### config.mk
export PLATFORM = sky130hd
export DESIGN_NAME = prog_ram_loader
export DESIGN_NICKNAME = d
export VERILOG_FILES = /design/src/rtl/prog_loader_pkg.sv /design/src/rtl/prog_ram.sv /design/src/rtl/prog_ram_loader.sv
export SDC_FILE = /design/constraint.sdc
export NUM_CORES = 1
export LEC_CHECK = 0
export ABC_CLOCK_PERIOD_IN_PS = 2700
export CAP_MARGIN = 40
export CORE_ASPECT_RATIO = 0.8
export CORE_UTILIZATION = 61
export CTS_CLUSTER_DIAMETER = 30
export CTS_CLUSTER_SIZE = 8
export DETAILED_ROUTE_END_ITERATION = 8
export GPL_ROUTABILITY_DRIVEN = 0
export PLACE_DENSITY_LB_ADDON = 0.25
export SLEW_MARGIN = 20
export SYNTH_ARGS = -nofsm -noshare
export SYNTH_HDL_FRONTEND = slang
export SYNTH_HIERARCHICAL = 1
export SYNTH_SLANG_ARGS = --single-unit
### constraint.sdc
create_clock -name clk -period 2.7 [get_ports clk]
set_input_delay 0.405 -clock clk [delete_from_list [all_inputs] [get_ports clk]]
set_output_delay 0.405 -clock clk [all_outputs]
set_load 0.02 [all_outputs]
### src/rtl/prog_loader_pkg.sv
// Shared constants and FSM state encoding for the program RAM loader.
package prog_loader_pkg;

  localparam int DATA_W = 9;
  localparam int ADDR_W = 5;
  localparam int DEPTH  = 32;

  typedef enum logic [1:0] {
    IDLE = 2'd0,
    LOAD = 2'd1,
    DONE = 2'd2
  } state_t;

endpackage

### src/rtl/prog_ram.sv
// Simple dual-port program RAM: one write port and one registered read port.
// A read and a write to the same address in one cycle return the old word.
module prog_ram
  import prog_loader_pkg::*;
(
  input  logic              clk,
  input  logic              rst,
  input  logic              we,
  input  logic [ADDR_W-1:0] waddr,
  input  logic [DATA_W-1:0] wdata,
  input  logic [ADDR_W-1:0] raddr,
  output logic [DATA_W-1:0] rdata
);

  logic [DATA_W-1:0] mem [DEPTH];

  // Storage is deliberately not reset so it maps onto plain RAM.
  always_ff @(posedge clk) begin
    if (we) mem[waddr] <= wdata;
  end

  always_ff @(posedge clk or posedge rst) begin
    if (rst) rdata <= '0;
    else     rdata <= mem[raddr];
  end

endmodule

### src/rtl/prog_ram_loader.sv
// Loads a stream of instruction words into the program RAM from address 0
// while the fetch side keeps reading it through a registered port.
module prog_ram_loader
  import prog_loader_pkg::*;
(
  input  logic              clk,
  input  logic              rst,
  input  logic              load_start,
  input  logic              wr_valid,
  output logic              wr_ready,
  input  logic [DATA_W-1:0] wr_data,
  input  logic              wr_last,
  input  logic [ADDR_W-1:0] rd_addr,
  output logic [DATA_W-1:0] rd_data,
  output logic              busy,
  output logic              load_done,
  output logic [ADDR_W:0]   words_loaded,
  output logic              truncated,
  output state_t            state_dbg
);

  state_t            state;
  logic [ADDR_W-1:0] wptr;
  logic              hs;

  // Handshake: a word transfers on a clock edge where wr_valid & wr_ready.
  // wr_ready depends only on state and load_start, never on wr_valid; the
  // source must hold wr_data/wr_last stable while wr_valid waits for ready.
  assign wr_ready  = (state == LOAD) && !load_start;
  assign hs        = wr_valid && wr_ready;
  assign busy      = (state == LOAD);
  assign load_done = (state == DONE);
  assign state_dbg = state;

  always_ff @(posedge clk or posedge rst) begin
    if (rst) begin
      state        <= IDLE;
      wptr         <= '0;
      words_loaded <= '0;
      truncated    <= 1'b0;
    end else begin
      case (state)
        IDLE, DONE: begin
          if (load_start) begin
            state        <= LOAD;
            wptr         <= '0;
            words_loaded <= '0;
            truncated    <= 1'b0;
          end
        end
        LOAD: begin
          if (load_start) begin
            wptr         <= '0;
            words_loaded <= '0;
          end else if (hs) begin
            words_loaded <= words_loaded + (ADDR_W+1)'(1);
            // The pointer parks on the last word rather than wrapping.
            if (wr_last) begin
              state <= DONE;
            end else if (wptr == ADDR_W'(DEPTH-1)) begin
              state     <= DONE;
              truncated <= 1'b1;
            end else begin
              wptr <= wptr + ADDR_W'(1);
            end
          end
        end
        default: state <= IDLE;
      endcase
    end
  end

  prog_ram u_ram (
    .clk   (clk),
    .rst   (rst),
    .we    (hs),
    .waddr (wptr),
    .wdata (wr_data),
    .raddr (rd_addr),
    .rdata (rd_data)
  );

endmodule
* Yosys cells after proc, flatten, opt, wreduce, memory -nomap -nowiden
Memory sizes are Yosys's and may differ from the RTL's. A register that Yosys moved wholly into a read port is not among the register bits. Index checks and enable logic that the tools add are counted.
Word-level totals: memory bits (writable) 288, output and inout port bits 21, input bits 19, register bits 14, memories 1, logic and storage cells 53
Memories:
- u_ram.mem | words 32, width 9, read ports 1, clocked after Yosys merged registers in 1, wr ports 1, RTL line prog_ram.sv:15 | logic [DATA_W-1:0] mem [DEPTH];
Cells by class: muxes and demuxes 24, reduce and logical (&&, ||, !) cells 10, eq/ne operators 12, $add $sub $neg 2
Operator list (number):
- $mux 5 | 5
- $mux 6 | 3
- $pmux 6 s2 | 1
- $mux 2 | 5
- $pmux 5 s2 | 1
- $mux 1 | 7
- $add 6x1->6 const B | 1
- $ne 2x2->1 const B | 3
- $ne 3x2->1 const B | 2
- $ne 3x3->1 const B | 2
- $reduce_and 6->1 | 1
- $add 5x1->5 const B | 1
- $eq 5x5->1 const B | 1
- $reduce_and 5->1 | 1
- $ne 2x1->1 const B | 2
- $pmux 2 s2 | 1
- $reduce_and 4->1 | 1
- $reduce_and 3->1 | 1
- $eq 2x1->1 const B | 1
- $eq 2x2->1 const B | 1
- $logic_and 1x1->1 | 2
- $logic_not 2->1 | 1
- $pmux 1 s2 | 1
- $reduce_bool 2->1 | 1
- 2 further kinds | 2

* Depth between registers and ports, before layout
Gate-level depths: netlist of the first run.
word-level depth 6, depth in mapped cells 6

* By module
Netlist of the first run, hierarchy kept.
By module, submodules not included:
- prog_ram | area each 11330.9 um^2, cells each 464, seq. area each 8873.5 um^2, times used 1
- prog_ram_loader | area each 824.5 um^2, cells each 82, seq. area each 350.3 um^2, times used 1

* Worst setup path before layout of the first run
OpenSTA, ideal clock, no wires.
path type register to register, from reg state[1], in the netlist state_dbg[1], to mem u_ram.mem[0][0], enable pin, cell stages (with the launch flop) 6, library setup time 0.374 ns, buffers on the path 1, period minus slack after synthesis 2.224 ns, slack 0.476 ns, arrival 1.850 ns, cell sequence dfrtp_1 -> nand4bb_1 -> inv_1 -> or3b_2 -> clkbuf_1 -> nor2_1
On the way: longest elaborated chain between the ends 5
RTL lines:
- start, declared | RTL line prog_ram_loader.sv:22 | state_t state;
- start signal, assigned | RTL line prog_ram_loader.sv:37 | state <= IDLE;
- start signal, assigned | RTL line prog_ram_loader.sv:45 | state <= LOAD;
- start signal, assigned | RTL line prog_ram_loader.sv:59 | state <= DONE;
- $eq 2x1->1 | RTL line prog_ram_loader.sv:29 | assign wr_ready = (state == LOAD) && !load_start;
- $logic_and 1x1->1 | RTL line prog_ram_loader.sv:29
- $logic_and 1x1->1 | RTL line prog_ram_loader.sv:30 | assign hs = wr_valid && wr_ready;
- via hs | RTL line prog_ram_loader.sv:24 | logic hs;
- $mux 1 | RTL line prog_ram.sv:19 | if (we) mem[waddr] <= wdata;
- $mux 1 (not written as such) | RTL line prog_ram.sv:19
- end, declared | RTL line prog_ram.sv:15
The timed path passes the listed nets, and every way through them passes these cells.

* Worst setup path after layout of the first run
from reg state[1], in the netlist state_dbg[1], to out wr_ready
On the way: longest elaborated chain between the ends 2
RTL lines:
- $eq 2x1->1 | RTL line prog_ram_loader.sv:29
- $logic_and 1x1->1 | RTL line prog_ram_loader.sv:29
- end, declared | RTL line prog_ram_loader.sv:10 | output logic wr_ready,
Every way passes these cells.

==> results.json, run 1 <==
{
  "r2r_start": "state_dbg[1]$_DFFE_PP0P_",
  "synth_most_common_cell": "edfxtp_1",
  "yosysTopAreaCellShare_pct": 71.1,
  "clock_path_buffers": 3,
  "die_y_um": 128,
  "cts_tree": "done",
  "setup_viol": 0,
  "worstPathCellList": "nor3b_4 -> clkdlybuf4s50_1",
  "cp-end-kind": "output port",
  "synth_area_um2": 12200,
  "synth_top_cell_by_area": "edfxtp_1",
  "synth_edf_count": 288,
  "r2r_slack_ns": 0.37,
  "power.leakage_uw": 0.00493,
  "htreeDepth": 2,
  "syn-mean-instance-area_um2": 22.3,
  "start_kind": "flip-flop",
  "grt_pass1_vias": 6463,
  "ant_nets": 0,
  "cts_resized": 0,
  "rows": 45,
  "fmax_mhz": 412,
  "critPathBufInv": 1,
  "ios": 40,
  "final_max_slew_viol_count": 0,
  "crit_fanout": 12,
  "cpMaxStageDelayCell": "clkdlybuf4s50_1",
  "post_drt_wl_per_cell_um": 28.7,
  "synth_common_cells": "edfxtp_1, mux4_2, nor2_1, dfrtp_1, mux2_2",
  "root_buffer": "clkbuf_16",
  "grtUsageTotal_pct": 28.6,
  "power_per_cell_area_nw_per_um2": 779,
  "fin_nets": 698,
  "grt.overflow.total": 0,
  "yosys_warnings": 6,
  "synth_area_leaders": "edfxtp_1, mux4_2, dfrtp_1",
  "area.growth.synth_to_final_pct": 21.1,
  "power.total_uw": 11500,
  "r2r_end": "u_ram/mem[24][3]$_DFFE_PP_",
  "yosysSeqAreaShare_pct": 75.9,
  "port_buffers": 39,
  "die_width_um": 160,
  "wirelength_um": 27700,
  "grt_first_pass_wirelength_um": 41100,
  "hold_viol": 0,
  "drive_above_1_share_pct": 33.0,
  "post_cts_buffers": 0,
  "dp_hpwl_um": 16500,
  "synth_top_flop_cell": "edfxtp_1",
  "antenna_found_initial": 1,
  "synthCells": 546,
  "vias": 6311,
  "worstRegToRegCells": 5,
  "rsz0062_at_grt": "no",
  "crit_type": "reg -> out",
  "yosysUniqueCellTypes": 43,
  "critPathRequiredTime_ns": 2.30,
  "vias_per_cell": 6.55,
  "maxSlewHeadroom_pct": 60.2,
  "drc": 0,
  "tightest_slew_ns": 0.596,
  "cts_made_buffers": 48,
  "period_share_pct": 90.0,
  "cts_hold_buffers": 0,
  "drt_iter0_markers": 761,
  "clock_latency_ns": 0.53,
  "tns_ns": 0,
  "maxCapViolCount": 0,
  "num_antenna_cells": 0,
  "crit_family": "buffers and inverters",
  "first_pass_iters": 5,
  "grt_max_degree": 33,
  "clkSlewWorstSetupHoldPaths_ns": 0.05,
  "status": "finished, final reports clean",
  "hold_class": "in -> async",
  "finClkSkew_ns": 0.0130,
  "ys_ff_latch": 311,
  "dieArea_um2": 20500,
  "synth_nets": 568,
  "synth-async-reset-ratio_pct": 7.40,
  "initial_core_util_pct": 63.1,
  "clock_sinks": 311,
  "cp_slowest_stage_delay_ns": 0.67,
  "core_um2": 19300,
  "fin_crit_ns": 2.43,
  "worst-endpoint-arrival_ns": 2.02,
  "ir_drop_uv": 616
}
-- layout by cell type (no fill, tap or decap), types with 2 or more instances in the layout --
cell	n
buf_4	60
clkbuf_1	19
inv_1	7
dfrtp_1	23
clkbuf_8	2
nand2_1	7
or3b_2	3
or4_1	2
mux2_2	10
edfxtp_1	288
o21ai_0	5
a21oi_1	4
nand3b_1	5
clkinv_1	4
nor2_1	38
a22o_1	2
clkdlybuf4s50_1	37
ha_1	3
mux4_2	90
and3_1	2
o211ai_1	4
buf_12	7
clkbuf_16	49
nand3_1	4
mux2i_1	2
clkinv_2	3
bufinv_16	2
nand4_1	2
a211o_1	2
-- per-layer routing --
layer | GRT usage [%] | vias to the layer above | routed length, µm
met2 | 44.6 | 366 | 13400
met3 | 6.92 | 49 | 2760
met5 | 0 | - | 0
li1 | - | 2562 | -
met1 | 41.0 | 3334 | 10800
met4 | 8.91 | 0 | 625
-- sequential cells by signal, indices dropped and copies added, names as in the netlist --
signal        flops
state_dbg         2
truncated         1
u_ram/mem       288
u_ram/rdata       9
words_loaded      6
wptr              5
-- kinds of logic after synthesis --
group           share of synthesized area [%]
buf+inv                                  1.40
compound gates                           1.39
fa+ha+maj                               0.309
flops                                    75.9
simple gates                             3.25
mux                                      17.8
-- worst reg2reg max path, cell delays in order, from the launching register on --
cell and delay, ns:
dfrtp_1 0.53, nand4bb_1 0.33, inv_1 0.15, or3b_2 0.61, nor2_1 0.21, buf_4 0.20
-- cell type report --
type | count | area, µm²
clock buffer | 70 | 1330
clock inverter | 9 | 90.1
fill | 1024 | 4540
inverter | 7 | 26.3
multi-input combinational | 203 | 2760
sequential | 311 | 9220
tap | 258 | 323
timing repair buffer | 105 | 966
-- through the flow --
step	instances	worst slack (ns)	hold WS, ns	util (%)	cell area (µm²)
floorplan	546	0.476	0.233	-	12200
global placement	884	0.211	0.510	69.1	13300
detailed placement	884	0.172	0.536	69.1	13300
CTS	963	0.264	0.336	76.4	14700
global route	963	0.227	0.341	76.4	14700
finish	963	0.271	0.333	76.4	14700
-- how the worst max path moves through the flow --
| stage | from | to | slack, ns | cells after the start |
|---|---|---|---|---|
| 3_5_place_dp | load_start | u_ram/mem[8][4]$_DFFE_PP_ | 0.17 | 6 |
| 6_report | state_dbg[1]$_DFFE_PP0P_ | wr_ready | 0.27 | 2 |
| 4_1_cts | state_dbg[1]$_DFFE_PP0P_ | wr_ready | 0.26 | 2 |
| 2_1_floorplan | state_dbg[1]$_DFFE_PP0P_ | u_ram/mem[0][0]$_DFFE_PP_ | 0.48 | 5 |
| 5_1_grt | state_dbg[1]$_DFFE_PP0P_ | wr_ready | 0.23 | 2 |
| 3_3_place_gp | load_start | u_ram/mem[28][8]$_DFFE_PP_ | 0.21 | 6 |
-- power breakdown --
part	switching, µW	total, µW	internal [µW]
registers	28.2	5340	5320
logic	345	636	291
clock network	1950	5470	3530
(Power assumes the default switching activity.)
==> run 2: changes to the inputs <==
--- a/config.mk
+++ b/config.mk
@@ -14,8 +14,8 @@
 export DETAILED_ROUTE_END_ITERATION = 8
 export GPL_ROUTABILITY_DRIVEN = 0
 export PLACE_DENSITY_LB_ADDON = 0.25
+export RECOVER_POWER = 25
 export SLEW_MARGIN = 20
 export SYNTH_ARGS = -nofsm -noshare
 export SYNTH_HDL_FRONTEND = slang
-export SYNTH_HIERARCHICAL = 1
 export SYNTH_SLANG_ARGS = --single-unit
==> run 2 against run 1 <==
The flow now finishes with violations (capacitance limit, slew limit). Clock-buffer cell count fell by 3. Final area fell by 0.37%. Die area down 0.71%. Critical path depth rose by 1. Via count is 3.4% lower. Largest power group unchanged. Highest routed layer unchanged.
==> results.json, run 2 <==
{
  "synth_top_flop_cell": "edfxtp_1",
  "rows": 45,
  "post_drt_wl_per_cell_um": 28.3,
  "met3_length_um": 2870,
  "largest_reg_flops": 288,
  "dp.cells": 874,
  "power_per_cell_area_nw_per_um2": 803,
  "synth-async-reset-ratio_pct": 7.40,
  "finClkSkew_ns": 0.0153,
  "tightest_slew_ns": 1.61,
  "root_buffer": "clkbuf_16",
  "drt_iter0_markers": 699,
  "antenna_found_initial": 0,
  "power.leakage_uw": 0.00492,
  "fin_cells": 958,
  "first_pass_iters": 5,
  "period_share_pct": 94.1,
  "yosysTopAreaCellShare_pct": 71.7,
  "critPathBufInv": 2,
  "drive_above_1_share_pct": 31.4,
  "grt_first_pass_wirelength_um": 40900,
  "initial_core_util_pct": 62.9,
  "crit_family": "buffers and inverters",
  "synth_area_um2": 12100,
  "die_width_um": 159,
  "drc": 0,
  "top_layer_used": "met4",
  "rsz0062_at_grt": "no",
  "wl_met2_um": 12700,
  "fmax_mhz": 394,
  "clock_latency_ns": 0.55,
  "wirelength_um": 27100,
  "maxCapViolCount": 4,
  "synth_top_cell_by_area": "edfxtp_1",
  "crit_fanout": 9,
  "setup_viol": 0,
  "syn-mean-instance-area_um2": 22.1,
  "final_max_slew_viol_count": 132,
  "clock_path_buffers": 3,
  "cts_tree": "done",
  "start_kind": "flip-flop",
  "r2r_start": "state_dbg[0]$_DFFE_PP0P_",
  "violations": "capacitance limit, slew limit",
  "cts_resized": 0,
  "cts_hold_buffers": 0,
  "worst-endpoint-arrival_ns": 2.13,
  "core_um2": 19200,
  "synth_area_leaders": "edfxtp_1, mux4_2, dfrtp_1",
  "grtUsageTotal_pct": 28.6,
  "yosysSeqAreaShare_pct": 76.4,
  "area.growth.synth_to_final_pct": 21.5,
  "hold_viol": 0,
  "fin_nets": 695,
  "port_buffers": 39,
  "largestRegisters": "u_ram.mem (288), u_ram.rdata (9), words_loaded (6)",
  "dieArea_um2": 20400,
  "die_y_um": 128,
  "final_common_cell": "edfxtp_1",
  "fin_crit_ns": 2.54,
  "status": "finished with violations",
  "synth_most_common_cell": "edfxtp_1",
  "yosysUniqueCellTypes": 31,
  "vias_per_cell": 6.36,
  "grt_max_degree": 41,
  "post_cts_buffers": 0,
  "hold_class": "in -> async",
  "layout_common_cells": "edfxtp_1, mux4_2, clkbuf_16",
  "ir_drop_uv": 539,
  "worstPathCellList": "nor3b_1 -> buf_4 -> clkdlybuf4s50_1",
  "synth_nets": 570,
  "grt.overflow.total": 0,
  "yosys_warnings": 0,
  "synth_edf_count": 288,
  "crit_start": "state_dbg[0]$_DFFE_PP0P_",
  "clkSlewWorstSetupHoldPaths_ns": 0.05,
  "synth_common_cells": "edfxtp_1, mux4_2, nor2_1, dfrtp_1, nand2_1",
  "ios": 40,
  "num_antenna_cells": 0,
  "dp_hpwl_um": 16200,
  "vias": 6094,
  "cp-end-kind": "output port",
  "htreeDepth": 2,
  "maxSlewHeadroom_pct": -7.30,
  "cp_slowest_stage_delay_ns": 0.60,
  "cpMaxStageDelayCell": "clkdlybuf4s50_1",
  "crit_type": "reg -> out",
  "fillCellCount": 1000,
  "critPathRequiredTime_ns": 2.30,
  "ant_nets": 0,
  "grt_pass1_vias": 6318,
  "synthCells": 545,
  "ys_ff_latch": 311,
  "tns_ns": 0,
  "clock_sinks": 311,
  "cts_made_buffers": 52,
  "wl_met1_um": 11100,
  "regMostFlops": "u_ram.mem"
}
-- run 2: cell count changes in the layout (fill, tap and decap cells not counted), moves of 5 or more --
cell and delta:
nor2_1 +7, nand2_1 +6, dlygate4sd3_1 +6, clkbuf_16 +5
buf_4 -14, clkdlybuf4s50_1 -6
-- run 2: through the flow --
stage          total power, µW  setup WS [ns]  utilization, %  instance area, µm²  hold slack (ns)
4_1_cts                  11900          0.184            76.5               14700            0.206
5_1_grt                  12100         0.0662            76.4               14700            0.395
6_report                 11800          0.160            76.4               14700            0.324
2_1_floorplan             5730          0.174               -               12100            0.407
3_5_place_dp              6020          0.142            68.5               13100            0.539
3_3_place_gp              5990          0.287            68.4               13100            0.514
-- run 2: layer usage --
metal  track usage [%]  vias up
met5                 0        -
met1              42.5     3153
li1                  -     2518
met3              7.34       44
met4              8.54        0
met2              42.8      379
-- run 2: final timing paths --
kind                                               endpoint  cells past startpoint  slack [ns]
worst max-delay path                               wr_ready                      3        0.16
worst min-delay path                  truncated$_DFFE_PP0P_                      2        0.32
worst max register to register   u_ram.mem[31][5]$_DFFE_PP_                      5        0.45
worst min register to register  words_loaded[5]$_DFFE_PP0P_                      2        0.56
max in group asynchronous               wptr[1]$_DFFE_PP0P_                      3        1.34
min in group clk                words_loaded[5]$_DFFE_PP0P_                      2        0.56
-- run 2: report_power, final --
part | switching, µW | internal [µW]
registers | 29.0 | 5320
clock network | 2050 | 3780
logic | 326 | 261
total | 2410 | 9360
-- run 2: cells by family (layout without fill, tap and decap cells) --
| group | count (synthesis) | count (layout) | share of synthesized area, % |
|---|---|---|---|
| DFF | 311 | 311 | 76.4 |
| muxes | 100 | 100 | 17.7 |
| and+or+nand+nor | 79 | 79 | 2.91 |
| buffers and inverters | 31 | 186 | 1.25 |
| AOI/OAI and AO/OA | 12 | 12 | 0.612 |
| adders and majority gates | 6 | 6 | 0.622 |
| xor gates and xnor gates | 6 | 6 | 0.435 |
-- run 2: area by class of cell --
| type | count | area (µm²) | area share (%) |
|---|---|---|---|
| tap | 258 | 323 | 2.20 |
| clock buffer | 67 | 1400 | 9.55 |
| timing repair buffer | 96 | 847 | 5.78 |
| clock inverter | 17 | 153 | 1.04 |
| inverter | 6 | 22.5 | 0.154 |
| multi-input combinational | 203 | 2690 | 18.4 |
| sequential | 311 | 9220 | 62.9 |
==> run 3: changes to the inputs <==
--- a/config.mk
+++ b/config.mk
@@ -19,3 +19,4 @@
 export SYNTH_ARGS = -nofsm -noshare
 export SYNTH_HDL_FRONTEND = slang
 export SYNTH_SLANG_ARGS = --single-unit
+export TNS_END_PERCENT = 100
==> results of run 3 <==
Same layout as run 2: the final DEF is identical, and so are final timing and power.
